<file path="config.mk">
export PLATFORM = sky130hd
export DESIGN_NAME = rob_commit_unit_flat
export DESIGN_NICKNAME = d
export VERILOG_FILES = /design/src/rtl/rob_commit_unit_if.sv /design/src/rtl/rob_commit_unit.sv /design/src/flat_wrapper.sv
export SDC_FILE = /design/constraint.sdc
export NUM_CORES = 1
export LEC_CHECK = 0
export CAP_MARGIN = 15
export CORE_ASPECT_RATIO = 1.1
export CORE_UTILIZATION = 45
export DETAILED_ROUTE_END_ITERATION = 7
export GPL_TIMING_DRIVEN = 0
export PLACE_DENSITY = 0.76
export SLEW_MARGIN = 20
export SYNTH_ARGS = -nofsm -noshare
export SYNTH_HDL_FRONTEND = slang
export SYNTH_SLANG_ARGS = --single-unit
</file>
<file path="constraint.sdc">
create_clock -name clk -period 2.3 [get_ports clk]
set_input_delay 0.46 -clock clk [delete_from_list [all_inputs] [get_ports clk]]
set_output_delay 0.46 -clock clk [all_outputs]
set_load 0.005 [all_outputs]
</file>
<file path="src/rtl/rob_commit_unit_if.sv">
// ROB-head / register-file bundle for the commit unit. The slave modport is the
// commit unit; the master modport is the ROB/environment side.
interface rob_commit_unit_if #(
    parameter int unsigned ROB_WIDTH = 26,
    parameter int unsigned DATA_W    = ROB_WIDTH - 8,
    parameter int unsigned CNT_W     = 16
);
    logic [ROB_WIDTH-1:0] rob_entry_i;
    logic                 rob_empty_i;
    logic                 rob_pop_o;
    logic                 rf_wen_o;
    logic [4:0]           rf_waddr_o;
    logic [DATA_W-1:0]    rf_wdata_o;
    logic                 exc_valid_o;
    logic [DATA_W-1:0]    exc_data_o;
    logic                 flush_active_o;
    logic [CNT_W-1:0]     retire_cnt_o;
    logic                 hang_o;

    modport slave (
        input  rob_entry_i, rob_empty_i,
        output rob_pop_o, rf_wen_o, rf_waddr_o, rf_wdata_o, exc_valid_o,
               exc_data_o, flush_active_o, retire_cnt_o, hang_o
    );

    modport master (
        output rob_entry_i, rob_empty_i,
        input  rob_pop_o, rf_wen_o, rf_waddr_o, rf_wdata_o, exc_valid_o,
               exc_data_o, flush_active_o, retire_cnt_o, hang_o
    );
endinterface

</file>
<file path="src/rtl/rob_commit_unit.sv">
// Retire stage behind the ROB head: registers completed entries into RF writes,
// flushes the ROB after a retired exception and watches for a stalled head.
module rob_commit_unit #(
    parameter int unsigned ROB_WIDTH = 26,
    parameter int unsigned DATA_W    = ROB_WIDTH - 8,
    parameter int unsigned CNT_W     = 16,
    parameter int unsigned TIMEOUT   = 1024
) (
    input  logic               clk,
    input  logic               rst,
    rob_commit_unit_if.slave   bus
);
    localparam int unsigned WD_W = $clog2(TIMEOUT + 1);

    typedef enum logic {RUN, FLUSH} state_e;

    state_e             state_q, state_d;
    logic               rf_wen_q, rf_wen_d;
    logic [4:0]         rf_waddr_q, rf_waddr_d;
    logic [DATA_W-1:0]  rf_wdata_q, rf_wdata_d;
    logic               exc_valid_q, exc_valid_d;
    logic [DATA_W-1:0]  exc_data_q, exc_data_d;
    logic [CNT_W-1:0]   retire_cnt_q, retire_cnt_d;
    logic [WD_W-1:0]    wd_q, wd_d;
    logic               hang_q, hang_d;

    logic               e_done, e_wen, e_exc;
    logic [4:0]         e_rd;
    logic [DATA_W-1:0]  e_result;

    assign e_done   = bus.rob_entry_i[0];
    assign e_wen    = bus.rob_entry_i[1];
    assign e_rd     = bus.rob_entry_i[6:2];
    assign e_exc    = bus.rob_entry_i[7];
    assign e_result = bus.rob_entry_i[ROB_WIDTH-1:8];

    always_comb begin
        state_d      = state_q;
        rf_wen_d     = 1'b0;
        rf_waddr_d   = rf_waddr_q;
        rf_wdata_d   = rf_wdata_q;
        exc_valid_d  = 1'b0;
        exc_data_d   = exc_data_q;
        retire_cnt_d = retire_cnt_q;
        wd_d         = '0;
        case (state_q)
            RUN: begin
                if (e_done) begin
                    if (e_exc) begin
                        exc_valid_d = 1'b1;
                        exc_data_d  = e_result;
                        state_d     = FLUSH;
                    end else begin
                        rf_wen_d     = e_wen && (e_rd != 5'd0);
                        rf_waddr_d   = e_rd;
                        rf_wdata_d   = e_result;
                        retire_cnt_d = retire_cnt_q + CNT_W'(1);
                    end
                end else if (!bus.rob_empty_i) begin
                    // Saturate so a long stall cannot wrap back below TIMEOUT.
                    wd_d = (wd_q == WD_W'(TIMEOUT)) ? wd_q : wd_q + WD_W'(1);
                end
            end
            FLUSH: begin
                if (bus.rob_empty_i) begin
                    state_d = RUN;
                end
            end
            default: state_d = RUN;
        endcase
        hang_d = hang_q || (wd_d == WD_W'(TIMEOUT));
    end

    always_ff @(posedge clk or negedge rst) begin
        if (!rst) begin
            state_q      <= RUN;
            rf_wen_q     <= 1'b0;
            rf_waddr_q   <= '0;
            rf_wdata_q   <= '0;
            exc_valid_q  <= 1'b0;
            exc_data_q   <= '0;
            retire_cnt_q <= '0;
            wd_q         <= '0;
            hang_q       <= 1'b0;
        end else begin
            state_q      <= state_d;
            rf_wen_q     <= rf_wen_d;
            rf_waddr_q   <= rf_waddr_d;
            rf_wdata_q   <= rf_wdata_d;
            exc_valid_q  <= exc_valid_d;
            exc_data_q   <= exc_data_d;
            retire_cnt_q <= retire_cnt_d;
            wd_q         <= wd_d;
            hang_q       <= hang_d;
        end
    end

    // The ROB ORs this with its own done-pop, so a done head in FLUSH pops once.
    assign bus.rob_pop_o      = (state_q == FLUSH) && !bus.rob_empty_i;
    assign bus.flush_active_o = (state_q == FLUSH);
    assign bus.rf_wen_o       = rf_wen_q;
    assign bus.rf_waddr_o     = rf_waddr_q;
    assign bus.rf_wdata_o     = rf_wdata_q;
    assign bus.exc_valid_o    = exc_valid_q;
    assign bus.exc_data_o     = exc_data_q;
    assign bus.retire_cnt_o   = retire_cnt_q;
    assign bus.hang_o         = hang_q;
endmodule

</file>
<file path="src/flat_wrapper.sv">
// flat-port wrapper written by rule: the top's interface ports become plain ports
module rob_commit_unit_flat 
#(
    parameter int unsigned ROB_WIDTH = 26,
    parameter int unsigned DATA_W    = ROB_WIDTH - 8,
    parameter int unsigned CNT_W     = 16,
    parameter int unsigned TIMEOUT   = 1024
)
  (clk, rst, bus_rob_entry_i, bus_rob_empty_i, bus_rob_pop_o, bus_rf_wen_o, bus_rf_waddr_o, bus_rf_wdata_o, bus_exc_valid_o, bus_exc_data_o, bus_flush_active_o, bus_retire_cnt_o, bus_hang_o);
  rob_commit_unit_if #(.ROB_WIDTH(ROB_WIDTH), .DATA_W(DATA_W), .CNT_W(CNT_W)) bus_i ();
  input  logic clk;
  input  logic rst;
  input wire logic [$bits(bus_i.rob_entry_i)-1:0] bus_rob_entry_i;
  input wire logic [$bits(bus_i.rob_empty_i)-1:0] bus_rob_empty_i;
  output wire logic [$bits(bus_i.rob_pop_o)-1:0] bus_rob_pop_o;
  output wire logic [$bits(bus_i.rf_wen_o)-1:0] bus_rf_wen_o;
  output wire logic [$bits(bus_i.rf_waddr_o)-1:0] bus_rf_waddr_o;
  output wire logic [$bits(bus_i.rf_wdata_o)-1:0] bus_rf_wdata_o;
  output wire logic [$bits(bus_i.exc_valid_o)-1:0] bus_exc_valid_o;
  output wire logic [$bits(bus_i.exc_data_o)-1:0] bus_exc_data_o;
  output wire logic [$bits(bus_i.flush_active_o)-1:0] bus_flush_active_o;
  output wire logic [$bits(bus_i.retire_cnt_o)-1:0] bus_retire_cnt_o;
  output wire logic [$bits(bus_i.hang_o)-1:0] bus_hang_o;
  assign bus_i.rob_entry_i = bus_rob_entry_i;
  assign bus_i.rob_empty_i = bus_rob_empty_i;
  assign bus_rob_pop_o = bus_i.rob_pop_o;
  assign bus_rf_wen_o = bus_i.rf_wen_o;
  assign bus_rf_waddr_o = bus_i.rf_waddr_o;
  assign bus_rf_wdata_o = bus_i.rf_wdata_o;
  assign bus_exc_valid_o = bus_i.exc_valid_o;
  assign bus_exc_data_o = bus_i.exc_data_o;
  assign bus_flush_active_o = bus_i.flush_active_o;
  assign bus_retire_cnt_o = bus_i.retire_cnt_o;
  assign bus_hang_o = bus_i.hang_o;
  rob_commit_unit #(.ROB_WIDTH(ROB_WIDTH), .DATA_W(DATA_W), .CNT_W(CNT_W), .TIMEOUT(TIMEOUT)) u_core (.clk(clk), .rst(rst), .bus(bus_i));
endmodule
</file>
==> report_table.html, run 1 <==
<table>
<tr><th>Metric</th><th>Value</th></tr>
<tr><th colspan="2">Pwr</th></tr>
<tr><td>Sequential cell fraction of total power</td><td>0.475</td></tr>
<tr><td>Clock share of power</td><td>0.293</td></tr>
<tr><td>Cell-internal power</td><td>approximately 2.5 mW</td></tr>
<tr><td>Switching share of power</td><td>0.2505</td></tr>
<tr><td>Comb pwr share</td><td>0.232</td></tr>
<tr><td>Total power</td><td>3.372 mW</td></tr>
<tr><td>Maximum vdd ir drop</td><td>0.5994 mV</td></tr>
<tr><td>Cell Pwr Density</td><td>785.8 mW/mm2</td></tr>
<tr><td>Power dissipated by switching net loads</td><td>844.7 uW</td></tr>
<tr><td>LEAKAGE</td><td>1.876 nW</td></tr>
<tr><th colspan="2">Synth</th></tr>
<tr><td>Most frequently used cell type in the post-synthesis netlist</td><td>sky130_fd_sc_hd__dfrtp_1</td></tr>
<tr><td>Share of synthesized registers carrying an async set or reset</td><td>1.000</td></tr>
<tr><td>Distinct cell type count of the synthesized netlist</td><td>40</td></tr>
<tr><td>Post-Syn Nets</td><td>307</td></tr>
<tr><td>Cell taking the most area after synthesis</td><td>sky130_fd_sc_hd__dfrtp_1</td></tr>
<tr><td>Synth Cell Area</td><td>between 0.003 and 0.004 mm2</td></tr>
<tr><td>Total number of yosys warnings</td><td>0</td></tr>
<tr><td>Dominant cells by area after synthesis</td><td>sky130_fd_sc_hd__dfrtp_1, sky130_fd_sc_hd__mux2_2, sky130_fd_sc_hd__nand2_1, sky130_fd_sc_hd__xnor2_1, sky130_fd_sc_hd__nor2_1</td></tr>
<tr><td>Share of Yosys cell area claimed by the top area cell type</td><td>0.5858</td></tr>
<tr><td>Most used DFF post-synth</td><td>sky130_fd_sc_hd__dfrtp_1</td></tr>
<tr><td>Synthesized flop and latch total</td><td>approximately 70</td></tr>
<tr><td>Post-Syn Instances</td><td>275</td></tr>
<tr><td>Post-synthesis area per instance</td><td>11.18 um2</td></tr>
<tr><td>Number of enable flip-flop cells after synthesis</td><td>0</td></tr>
<tr><td>Commonest cells in the synthesized netlist</td><td>sky130_fd_sc_hd__dfrtp_1, sky130_fd_sc_hd__nand2_1, sky130_fd_sc_hd__mux2_2</td></tr>
<tr><td>Sequential cell area fraction in the yosys report</td><td>0.5858</td></tr>
<tr><th colspan="2">Clock network</th></tr>
<tr><td>Clock-pin transition on the worst setup and hold timing paths</td><td>0.08 ns</td></tr>
<tr><td>Total number of H-tree levels</td><td>3</td></tr>
<tr><td>TritonCTS Sinks</td><td>72</td></tr>
<tr><td>Maximum buffer depth of the clock tree</td><td>2</td></tr>
<tr><td>Setup fix buffers added after clock tree synthesis</td><td>0</td></tr>
<tr><td>Total CTS buffers</td><td>9</td></tr>
<tr><td>Post-cts repair resize count</td><td>0</td></tr>
<tr><td>Buffer cell driving the clock tree root</td><td>sky130_fd_sc_hd__clkbuf_8</td></tr>
<tr><td>Latest clock arrival within the worst-skew pair</td><td>0.33 ns</td></tr>
<tr><td>CTS tree</td><td>built</td></tr>
<tr><td>Cts hold-fix bufs</td><td>0</td></tr>
<tr><th colspan="2">Min path</th></tr>
<tr><td>Worst hold path class</td><td>input pin to async pin</td></tr>
<tr><th colspan="2">Final layout</th></tr>
<tr><td>Final net count</td><td>409</td></tr>
<tr><td>Proportion of layout cells with a drive suffix above 1</td><td>0.1395</td></tr>
<tr><td>Area of combinational cells with multiple inputs</td><td>0.001182 mm2</td></tr>
<tr><td>Sequential standard cell area</td><td>0.001802 mm2</td></tr>
<tr><td>Antenna fix cells</td><td>0</td></tr>
<tr><td># fillers</td><td>559</td></tr>
<tr><td>Area delta synth-&gt;final</td><td>39.50%</td></tr>
<tr><td>Finished Core Util</td><td>0.6507</td></tr>
<tr><th colspan="2">Worst setup path</th></tr>
<tr><td>Crit Reg-Reg Endpoint</td><td>u_core.bus.hang_o</td></tr>
<tr><td>Crit path required time</td><td>around 2.6 ns</td></tr>
<tr><td>Crit Reg-Reg Startpoint</td><td>u_core.wd_q[2]</td></tr>
<tr><td>WP buf/inv</td><td>2</td></tr>
<tr><td>Series of cell instances along the critical path</td><td>clkdlybuf4s50_1 &gt; nor3b_1 &gt; buf_2 &gt; nand4_1 &gt; nor3_1 &gt; xnor2_1</td></tr>
<tr><td>Startpoint Class</td><td>input pin</td></tr>
<tr><td>Number of cell instances on the worst register-to-register path</td><td>7</td></tr>
<tr><td>Critical Path Sink Type</td><td>register</td></tr>
<tr><td>Critical path's largest stage delay</td><td>0.51 ns</td></tr>
<tr><td>Top delay family on crit path</td><td>simple AND/OR/NAND/NOR gates</td></tr>
<tr><td>Setup Crit Path Kind</td><td>input pin to register</td></tr>
<tr><td>Library cell contributing the largest single delay on the critical path</td><td>sky130_fd_sc_hd__clkdlybuf4s50_1</td></tr>
<tr><td>Setup slack of the most critical reg-to-reg path</td><td>about 0.28 ns</td></tr>
<tr><td>Largest fanout on the critical path</td><td>10</td></tr>
<tr><td>CP Data Arrival Time</td><td>2.41 ns</td></tr>
<tr><th colspan="2">Route</th></tr>
<tr><td>Via count</td><td>2294</td></tr>
<tr><td>Number of remaining DRC errors</td><td>0</td></tr>
<tr><td>First DRT Iteration DRCs</td><td>95</td></tr>
<tr><td>Routed wire length</td><td>around 6.5 mm</td></tr>
<tr><td>Post-DRT Antenna Nets</td><td>0</td></tr>
<tr><td>Routed wirelength normalized by instance count</td><td>14.09 um</td></tr>
<tr><td>Via-to-Cell Ratio</td><td>4.965</td></tr>
<tr><td>Number of detailed-routing iterations run before antenna repair</td><td>6</td></tr>
<tr><th colspan="2">STA</th></tr>
<tr><td>Final critical-path required period</td><td>around 2.1 ns</td></tr>
<tr><td>Share of the cycle needed by the critical path after routing</td><td>0.9335</td></tr>
<tr><td>Endpoints failing setup</td><td>0</td></tr>
<tr><td>Worst Skew</td><td>about 0.0086 ns</td></tr>
<tr><td>Count of pins over their slew limit</td><td>0</td></tr>
<tr><td>Setup tns final</td><td>0 ns</td></tr>
<tr><td>Slew at the pin closest to its max-slew limit</td><td>0.5267 ns</td></tr>
<tr><td>Upper clock frequency limit</td><td>465.7 MHz</td></tr>
<tr><td>Hold Vio Cnt, Final</td><td>0</td></tr>
<tr><td>Final Worst Setup Slack</td><td>0.1529 ns</td></tr>
<tr><td>Worst slew margin relative to its limit</td><td>0.6489</td></tr>
<tr><td>Unrepaired setup endpoints after global routing</td><td>false</td></tr>
<tr><th colspan="2">Global route</th></tr>
<tr><td>Global routing usage summed across all routing layers</td><td>0.2041</td></tr>
<tr><td>First-pass GRT wire length</td><td>10.89 mm</td></tr>
<tr><td>Number of antenna violations at the first check in global routing</td><td>0</td></tr>
<tr><td>Largest net degree at the start of global routing</td><td>39</td></tr>
<tr><td>Total global routing overflow</td><td>0</td></tr>
<tr><td>Vias in the first global route</td><td>approximately 2400</td></tr>
<tr><th colspan="2">Floorplanning</th></tr>
<tr><td>Die width</td><td>slightly above 80 um</td></tr>
<tr><td>Initial core utilization</td><td>0.4664</td></tr>
<tr><td>Ports</td><td>between 90 and 100</td></tr>
<tr><td>Die Outline Area</td><td>0.007169 mm2</td></tr>
<tr><td>Row count</td><td>31</td></tr>
<tr><td>Standard cell core area</td><td>0.006594 mm2</td></tr>
<tr><td>Vert. Die Dim</td><td>between 80 and 90 um</td></tr>
<tr><th colspan="2">Placed design</th></tr>
<tr><td>Number of buffer cells added on primary ports</td><td>90</td></tr>
<tr><td>Post-detail-place hpwl</td><td>4.647 mm</td></tr>
<tr><td>Post-placement setup slack</td><td>-0.2070 ns</td></tr>
<tr><td>RD Place Congestion</td><td>0.8145</td></tr>
<tr><th colspan="2">Job</th></tr>
<tr><td>Reported max-cap violation count</td><td>0</td></tr>
<tr><th colspan="2">Outcome</th></tr>
<tr><td>Run status</td><td>complete, no violations</td></tr>
</table>
==> worst max path at each step <==
stage | startpoint | to | slack (ns) | cells past startpoint
final | bus_rob_entry_i[0] | u_core.bus.retire_cnt_o[10] | 0.15 | 6
after global routing | bus_rob_entry_i[0] | u_core.bus.retire_cnt_o[10] | 0.002 | 6
after CTS | bus_rob_entry_i[0] | u_core.bus.retire_cnt_o[10] | 0.14 | 6
after detailed placement | bus_rob_entry_i[0] | u_core.bus.rf_wdata_o[4] | -0.21 | 5
after global placement | rst | u_core.bus.rf_wdata_o[14] | -1.69 | 1
after floorplan | u_core.wd_q[2] | u_core.bus.hang_o | 0.37 | 7
==> per-stage QoR <==
| stage | area [um2] | hold slack (ns) | cells |
|---|---|---|---|
| 2_1_floorplan | 3075 | 0.1644 | 275 |
| 3_3_place_gp | 4079 | 0.4571 | 447 |
| 3_5_place_dp | 4096 | 0.4431 | 448 |
| 4_1_cts | 4290 | 0.08000 | 462 |
| 5_1_grt | 4290 | 0.1051 | 462 |
| 6_report | 4290 | 0.07973 | 462 |
==> routing by layer <==
metal	GRT usage	routed length, um	share of wire
met1	0.2508	2765	0.42
met2	0.3170	3022	0.46
met3	0.08660	648	0.10
met4	0.08279	72	0.011
met5	0	0	0
==> registers in the layout (all words and copies together), names as in the netlist <==
name and flops:
u_core.bus.retire_cnt_o 16, u_core.wd_q 11, u_core.bus.hang_o 1, u_core.bus.rf_waddr_o 5, u_core.bus.rf_wen_o 1, u_core.bus.exc_data_o 18, u_core.bus.flush_active_o 1, u_core.bus.exc_valid_o 1
u_core.bus.rf_wdata_o 18
==> power by group through the flow <==
stage | logic [mW] | clock network [mW] | registers (mW)
global route | 0.856 | 1.07 | 1.63
global placement | 0.774 | 0 | 1.61
finish | 0.781 | 0.989 | 1.60
floorplan | 0.226 | 0 | 1.63
detailed placement | 0.790 | 0 | 1.62
CTS | 0.796 | 1.02 | 1.60
==> cell usage in the layout, fill, tap and decap left out, types with 2 or more instances in the layout <==
cell,instances
sky130_fd_sc_hd__xor2_1,5
sky130_fd_sc_hd__buf_2,3
sky130_fd_sc_hd__nand4_1,5
sky130_fd_sc_hd__nand2b_1,4
sky130_fd_sc_hd__clkbuf_8,11
sky130_fd_sc_hd__nand3_1,6
sky130_fd_sc_hd__clkbuf_1,3
sky130_fd_sc_hd__ha_1,3
sky130_fd_sc_hd__or3_1,2
sky130_fd_sc_hd__xnor2_1,20
sky130_fd_sc_hd__nor2_1,21
sky130_fd_sc_hd__nor3_1,6
sky130_fd_sc_hd__and4_1,2
sky130_fd_sc_hd__nand2_1,63
sky130_fd_sc_hd__a21oi_1,2
sky130_fd_sc_hd__inv_1,8
sky130_fd_sc_hd__mux2_2,25
sky130_fd_sc_hd__clkdlybuf4s50_1,89
sky130_fd_sc_hd__buf_4,4
sky130_fd_sc_hd__dfrtp_1,72
==> logic make-up (layout without fill, tap and decap cells) <==
family          Yosys count  after routing  synth area share
simple gates            121            121            0.1815
fa+ha+maj                 3              3           0.01221
flops                    72             72            0.5858
mux                      26             26           0.09479
compound gates            9              9           0.02482
xor+xnor                 25             25           0.07120
buf+inv                  19            124           0.02970
==> area by class of cell <==
class / instances / share of cell area
Clock inverter: 3 / 0.009915
Tap cell: 82 / 0.02391
Buffer: 10 / 0.01342
Clock buffer: 11 / 0.03529
Inverter: 9 / 0.007874
Timing Repair Buffer: 91 / 0.2141
Multi-Input combinational cell: 184 / 0.2756
Sequential cell: 72 / 0.4199
(Power assumes the default switching activity.)
==> inputs of run 2 (changes only) <==
--- a/config.mk
+++ b/config.mk
@@ -8,6 +8,7 @@
 export CAP_MARGIN = 15
 export CORE_ASPECT_RATIO = 1.1
 export CORE_UTILIZATION = 45
+export CTS_CLUSTER_SIZE = 30
 export DETAILED_ROUTE_END_ITERATION = 7
 export GPL_TIMING_DRIVEN = 0
 export PLACE_DENSITY = 0.76
==> results of run 2 <==
Same layout as run 1: the final DEF is identical, and so are final timing and power.
